$ cat config.mk
export PLATFORM = sky130hd
export DESIGN_NAME = mm_stream_sequencer
export DESIGN_NICKNAME = d
export VERILOG_FILES = /design/src/rtl/mm_pkg.sv /design/src/rtl/mm_stream_sequencer.sv
export SDC_FILE = /design/constraint.sdc
export NUM_CORES = 1
export LEC_CHECK = 0
export ABC_CLOCK_PERIOD_IN_PS = 1700
export CAP_MARGIN = 20
export CORE_MARGIN = 4
export CORE_UTILIZATION = 37
export CTS_BUF_LIST = sky130_fd_sc_hd__clkbuf_8
export DETAILED_ROUTE_END_ITERATION = 6
export PLACE_DENSITY_LB_ADDON = 0.15
export SYNTH_ARGS = -nofsm -noshare
export SYNTH_HDL_FRONTEND = slang
export SYNTH_SLANG_ARGS = --single-unit
$ cat constraint.sdc
create_clock -name clk -period 1.7 [get_ports clk]
set_input_delay 0.34 -clock clk [delete_from_list [all_inputs] [get_ports clk]]
set_output_delay 0.34 -clock clk [all_outputs]
set_load 0.01 [all_outputs]
$ cat src/rtl/mm_pkg.sv
// Shared definitions for the 2x2 matrix-multiplier stream sequencer.
//   - FSM state encoding
//   - operand/result widths and per-job element counts
//   - multiplier element index map (sel_in values, row-major A then B)
package mm_pkg;

  localparam int unsigned DATA_W = 8;
  localparam int unsigned RES_W  = 17;
  localparam int unsigned N_ELEM = 8;
  localparam int unsigned N_RES  = 4;

  typedef enum logic [1:0] {
    ST_LOAD   = 2'd0,
    ST_SETTLE = 2'd1,
    ST_DRAIN  = 2'd2
  } seq_state_e;

  localparam logic [2:0] IDX_A00 = 3'd0;
  localparam logic [2:0] IDX_A01 = 3'd1;
  localparam logic [2:0] IDX_A10 = 3'd2;
  localparam logic [2:0] IDX_A11 = 3'd3;
  localparam logic [2:0] IDX_B00 = 3'd4;
  localparam logic [2:0] IDX_B01 = 3'd5;
  localparam logic [2:0] IDX_B10 = 3'd6;
  localparam logic [2:0] IDX_B11 = 3'd7;

endpackage

$ cat src/rtl/mm_stream_sequencer.sv
// Stream sequencer for the 2x2 matrix multiplier.
// Takes eight operand bytes (A00..A11, B00..B11) on a valid/ready input,
// writes each into the multiplier, then streams the four products
// C00, C01, C10, C11 on a valid/ready output with a last flag.
//
// Ports:
//   clk, reset          clock; synchronous active-low reset (shared with multiplier)
//   s_valid/s_data/s_ready            operand byte stream in
//   mm_sel_in/mm_input_val/mm_execute multiplier write port (execute low = write)
//   mm_sel_out/mm_out                 multiplier result select / result
//   m_valid/m_data/m_last/m_ready     result stream out
//   busy                              job in progress
//
// state     | meaning
// ----------+-----------------------------------------------------------
// ST_LOAD   | accepting operand bytes, one multiplier write per accept
// ST_SETTLE | one cycle while the final write lands in the multiplier
// ST_DRAIN  | presenting C00..C11 from the multiplier, one per handshake
module mm_stream_sequencer
  import mm_pkg::*;
(
  input  logic              clk,
  input  logic              reset,
  input  logic              s_valid,
  input  logic [DATA_W-1:0] s_data,
  output logic              s_ready,
  output logic [2:0]        mm_sel_in,
  output logic [DATA_W-1:0] mm_input_val,
  output logic              mm_execute,
  output logic [1:0]        mm_sel_out,
  input  logic [RES_W-1:0]  mm_out,
  output logic              m_valid,
  output logic [RES_W-1:0]  m_data,
  output logic              m_last,
  input  logic              m_ready,
  output logic              busy
);

  localparam logic [2:0] CNT_LAST = 3'(N_ELEM - 1);
  localparam logic [1:0] IDX_LAST = 2'(N_RES - 1);

  seq_state_e        state_q, state_d;
  logic [2:0]        cnt_q, cnt_d;
  logic [1:0]        idx_q, idx_d;
  logic [2:0]        sel_in_q, sel_in_d;
  logic [DATA_W-1:0] input_val_q, input_val_d;
  logic              execute_q, execute_d;
  logic [1:0]        sel_out_q, sel_out_d;
  logic              busy_q, busy_d;

  always_ff @(posedge clk) begin
    if (!reset) begin
      state_q     <= ST_LOAD;
      cnt_q       <= '0;
      idx_q       <= '0;
      sel_in_q    <= '0;
      input_val_q <= '0;
      execute_q   <= 1'b1;
      sel_out_q   <= '0;
      busy_q      <= 1'b0;
    end else begin
      state_q     <= state_d;
      cnt_q       <= cnt_d;
      idx_q       <= idx_d;
      sel_in_q    <= sel_in_d;
      input_val_q <= input_val_d;
      execute_q   <= execute_d;
      sel_out_q   <= sel_out_d;
      busy_q      <= busy_d;
    end
  end

  always_comb begin
    state_d     = state_q;
    cnt_d       = cnt_q;
    idx_d       = idx_q;
    sel_in_d    = sel_in_q;
    input_val_d = input_val_q;
    // The multiplier writes on every cycle with execute low, so it is
    // released by default and pulled low only for a cycle carrying a byte.
    execute_d   = 1'b1;
    sel_out_d   = sel_out_q;
    busy_d      = busy_q;

    unique case (state_q)
      ST_LOAD: begin
        if (s_valid) begin
          input_val_d = s_data;
          sel_in_d    = cnt_q;
          execute_d   = 1'b0;
          busy_d      = 1'b1;
          if (cnt_q == CNT_LAST) begin
            cnt_d   = '0;
            state_d = ST_SETTLE;
          end else begin
            cnt_d = cnt_q + 3'd1;
          end
        end
      end
      ST_SETTLE: begin
        sel_out_d = '0;
        idx_d     = '0;
        state_d   = ST_DRAIN;
      end
      ST_DRAIN: begin
        if (m_ready) begin
          if (idx_q == IDX_LAST) begin
            idx_d     = '0;
            sel_out_d = '0;
            busy_d    = 1'b0;
            state_d   = ST_LOAD;
          end else begin
            idx_d     = idx_q + 2'd1;
            sel_out_d = idx_q + 2'd1;
          end
        end
      end
      default: state_d = ST_LOAD;
    endcase
  end

  assign s_ready      = (state_q == ST_LOAD);
  assign m_valid      = (state_q == ST_DRAIN);
  // m_data is taken straight from the multiplier; it stays stable under
  // backpressure because sel_out only moves on a handshake.
  assign m_data       = mm_out;
  assign m_last       = m_valid && (idx_q == IDX_LAST);
  assign mm_sel_in    = sel_in_q;
  assign mm_input_val = input_val_q;
  assign mm_execute   = execute_q;
  assign mm_sel_out   = sel_out_q;
  assign busy         = busy_q;

endmodule
## Word-level counts from Yosys, hierarchy flattened

Cells that the tools add are included.

- $add $sub $neg: 2
- Eq/ne operators: 8
- Multiplexer cells: 14
- Reductions and logical operators: 9

Operator list:

| operator | count |
|---|---|
| 2-to-1 mux 2 bit | 6 |
| AND reduction 4 bit | 2 |
| != test 2 x 1 -> 1 bit (second input constant) | 3 |
| one-hot mux 2 bit (3 select lines) | 1 |
| AND reduction 2 bit | 3 |
| == test 2 bit (second input constant) | 2 |
| 2-to-1 mux 1 bit | 4 |
| one-hot mux 2 bit (2 select lines) | 1 |
| nonzero test 2 bit | 2 |
| adder 3 x 1 -> 3 bit (second input constant) | 1 |
| == test 3 bit (second input constant) | 1 |
| 2-to-1 mux 3 bit | 1 |
| adder 2 x 1 -> 2 bit (second input constant) | 1 |
| == test 2 x 1 -> 1 bit (second input constant) | 1 |
| zero test 2 bit | 1 |
| != test 2 bit (second input constant) | 1 |
| one-hot mux 1 bit (2 select lines) | 1 |
| logical AND 1 bit | 1 |

- Flip-flop bits (word level): 20
- Bits of input ports: 29
- Output and inout bits: 35
- Word-level logic and storage cells: 40

## Depth between registers and ports, before layout

- Depth in word-level cells: 4
- Depth in mapped cells: 6
- Mapped depth without buffers: 4

## Worst setup path before layout

No wires, ideal clock.

- Path type: reg2reg
- Start: register state_q[1]
- End: register cnt_q[0]
- Library setup time: 0.070 ns
- Arrival time: 1.305 ns
- Required time: 1.630 ns
- Slack: 0.325 ns
- Cell stages (with the launch flop): 6
- Buffers on the path: 2
- Cells stage by stage: dfxtp_1 -> buf_6 -> or3b_1 -> buf_2 -> or3_1 -> a21boi_1

- Word-level cells in the longest chain between the ends: 2

RTL lines:

| item | RTL line | RTL |
|---|---|---|
| start, declared | mm_stream_sequencer.sv:42 | `seq_state_e state_q, state_d;` |
| start signal, assigned | mm_stream_sequencer.sv:62 | `state_q <= state_d;` |
| zero test 2 bit | mm_stream_sequencer.sv:85 | `unique case (state_q)` |
| AND reduction 2 bit (no source line) | n/a |  |
| end signal, assigned | mm_stream_sequencer.sv:63 | `cnt_q <= cnt_d;` |
| end, declared | mm_stream_sequencer.sv:43 | `logic [2:0] cnt_q, cnt_d;` |

Every way passes these cells.
A chain may end at the register's enable or synchronous reset.

## Worst setup path after layout

- Start: register sel_out_q[0] (netlist: mm_sel_out[0])
- End: output mm_sel_out[0]

RTL lines:

| item | RTL line | RTL |
|---|---|---|
| start, declared | mm_stream_sequencer.sv:48 | `logic [1:0] sel_out_q, sel_out_d;` |
| start signal, assigned | mm_stream_sequencer.sv:68 | `sel_out_q <= sel_out_d;` |
| end, declared | mm_stream_sequencer.sv:30 | `output logic [1:0] mm_sel_out,` |

No word-level cell between the ends.

==> results by group <==
Logic synthesis
  – Synth Flop Type: dfxtp_1
  – Commonest cells in the synthesized netlist: nand2_1, dfxtp_1, buf_4, a21boi_1, a21boi_0
  – Synth Register Bits: 20
  – Seq/Total Area, Yosys: 0.412
  – Share of the synthesized area in the top cell type: 0.412
  – Top-count cell post-synth: nand2_1
  – Distinct cell type count after synthesis: 25
  – Mapped Avg Cell Area: 8.52 um2
  – Yosys warning total: 0
  – Post-synth ARST share: 0
  – Synthesized net count: 146
  – Post-Syn Area: 971 um2
  – Cell types occupying the most area after synthesis: dfxtp_1, buf_4, nand2_1
  – Cells after synthesis: 114
  – Post-synth EDFFs: 0
  – Yosys top cell by area: dfxtp_1

Setup path
  – Crit start category: flip-flop
  – CP max FO: 4
  – CP cell instances: buf_4 > clkdlybuf4s50_1
  – Crit-path slowest cell: clkdlybuf4s50_1
  – WP data arrival: 1.25 ns
  – Slowest stage delay, CP: 0.53 ns
  – CP endpoint kind: output pin
  – Worst Path Class, Setup: reg2out
  – Crit path required time: 1.36 ns

STA
  – Final number of max-transition violations: 0
  – Worst slew pin tran: 0.238 ns
  – Worst clock skew: 0.00345 ns
  – Setup TNS: 0 ns
  – Final Worst Setup Slack: 0.110 ns
  – Relative slew slack: 0.839
  – Crit path time final: 1.59 ns
  – Final Cycle Share: 0.936
  – Final setup viols: 0
  – Final hold violations: 0
  – RSZ-0062 raised after global routing: no
  – Max frequency: 629 MHz
  – Final Hold Slack: 0.457 ns

Global route
  – GRT Total Usage: 0.115
  – First-pass GRT wire length: 3150 um
  – Antenna violations before repair: 0
  – Vias in the first global route: 741
  – Maximum number of pins on one net before global-route repair: 22
  – Gr ovfl total: 0

CTS
  – CTS tree: yes
  – Max H-tree Level: 1
  – Clock tree buffer depth: 2
  – Clock transition at the registers of the reported paths: 0.07 ns
  – CTS Sinks: 20
  – Cts-stage hold buffer count: 0
  – CTS buffer count: 3
  – Clk Latency, worst-skew pair: 0.25 ns
  – Root buf cell: clkbuf_8

Die
  – CORE AREA: 2500 um2
  – FP Rows: 18
  – Die Y: 59.2 um
  – Die area: 3510 um2
  – Die Wd: 59.2 um
  – Initial Util: 0.388
  – Io pins: 64

Route
  – Highest routed layer: met4
  – Met1 WL: 799 um
  – DRC errors left: 0
  – WL/cell: 12.0 um
  – Via density: 4.81
  – Final wirelength: 1910 um
  – Met2 wire len: 949 um
  – Met3 wire len: 150 um
  – Final ANT Viol Nets: 0
  – TritonRoute pass-1 iters: 3
  – Routed vias: 765
  – DR iter-0 viols: 4

Layout
  – Antenna cells: 0
  – NumNets Final: 163
  – FILL cells: 261
  – Area Growth Syn to Fin: 26.7%
  – Share of layout cells above drive strength 1: 0.0930
  – FF+latch area: 402 um2
  – Final Core Density: 0.492
  – Area of the multi-input gates: 399 um2

Outcome
  – Status: complete, no violations

Job
  – Max-cap violations: 0

Power
  – PD cells: 742 nW/um2
  – Pwr Total: 0.913 mW
  – Worst VDD drop: 0.597 mV
  – Leakage power: 0.492 nW

Place
  – Post-Place Worst Slack: 0.00121 ns
  – Gpl congestion: 0.735
  – Port Buf Inserts: 29
  – DP HPWL: 1420 um

Worst hold path
  – Min-delay worst type: reg2reg
[final cells by class]
| type | count | area share |
|---|---|---|
| Clock buffer | 3 | 0.0336 |
| Timing Repair Buffer | 36 | 0.279 |
| Sequential cell | 20 | 0.327 |
| Tap cell | 30 | 0.0305 |
| Multi-Input combinational cell | 68 | 0.325 |
| Inverter | 2 | 0.00610 |
[kinds of logic (layout without fill, tap and decap cells)]
family	after synthesis	in the layout	share of synthesized area
and+or+nand+nor	42	42	0.206
buffers and inverters	26	41	0.177
AOI/OAI and AO/OA	22	22	0.156
DFF	20	20	0.412
adders and majority gates	3	3	0.0387
muxes	1	1	0.0103
[cells in the final DEF, fill, tap and decap left out, types with 2 or more instances in the layout]
master	netlist	final
a21boi_0	5	5
a21boi_1	10	10
a21oi_1	3	3
buf_4	17	7
clkbuf_8	0	3
clkdlybuf4s50_1	0	26
dfxtp_1	20	19
dlygate4sd2_1	0	2
ha_1	3	3
inv_1	2	2
nand2_1	28	28
nand2b_1	2	2
nor2b_1	3	3
o21ai_0	3	3
[registers in the layout, indices dropped and copies added, names as in the netlist]
| signal | cells |
|---|---|
| state_q | 2 |
| cnt_q | 3 |
| mm_execute | 1 |
| mm_sel_in | 3 |
| mm_input_val | 8 |
| mm_sel_out | 2 |
| busy | 1 |
[report_power, final]
group	total, mW	internal (mW)	switching [mW]	leakage (nW)
registers	0.498	0.487	0.0103	0.164
logic	0.117	0.0701	0.0464	0.306
clock network	0.298	0.157	0.141	0.0216
total	0.913	0.715	0.198	0.492
[repair_timing]
| action | in CTS | in global routing |
|---|---|---|
| resized for setup | 3 | 1 |
| buffers inserted | 0 | 0 |
| setup endpoints to repair | 3 | 1 |
[stage by stage]
stage | cells | cell area (um2)
after floorplan | 114 | 971
after global placement | 156 | 1190
after detailed placement | 156 | 1190
after CTS | 159 | 1230
after global routing | 159 | 1230
final | 159 | 1230
[worst max-delay path, delay by kind of cell (launching register included)]
| family | cells | cell delay [ns] |
|---|---|---|
| buf+inv | 2 | 0.66 |
| flops | 1 | 0.34 |
[per-layer routing]
| metal | global-route usage | vias up |
|---|---|---|
| met1 | 0.126 | 350 |
| met5 | 0 | - |
| li1 | - | 385 |
| met2 | 0.192 | 26 |
| met3 | 0.0501 | 4 |
| met4 | 0.0453 | 0 |
[final timing paths]
path / from / to / slack, ns / cells after the start
worst max register to register: state_q[1] / cnt_q[0] / 0.31 / 4
worst min register to register: mm_sel_in[2] / mm_sel_in[2] / 0.46 / 2
worst max-delay path: mm_sel_out[0] / mm_sel_out[0] / 0.11 / 2
worst min-delay path: mm_sel_in[2] / mm_sel_in[2] / 0.46 / 2
Power figures use the tool's default switching activity.
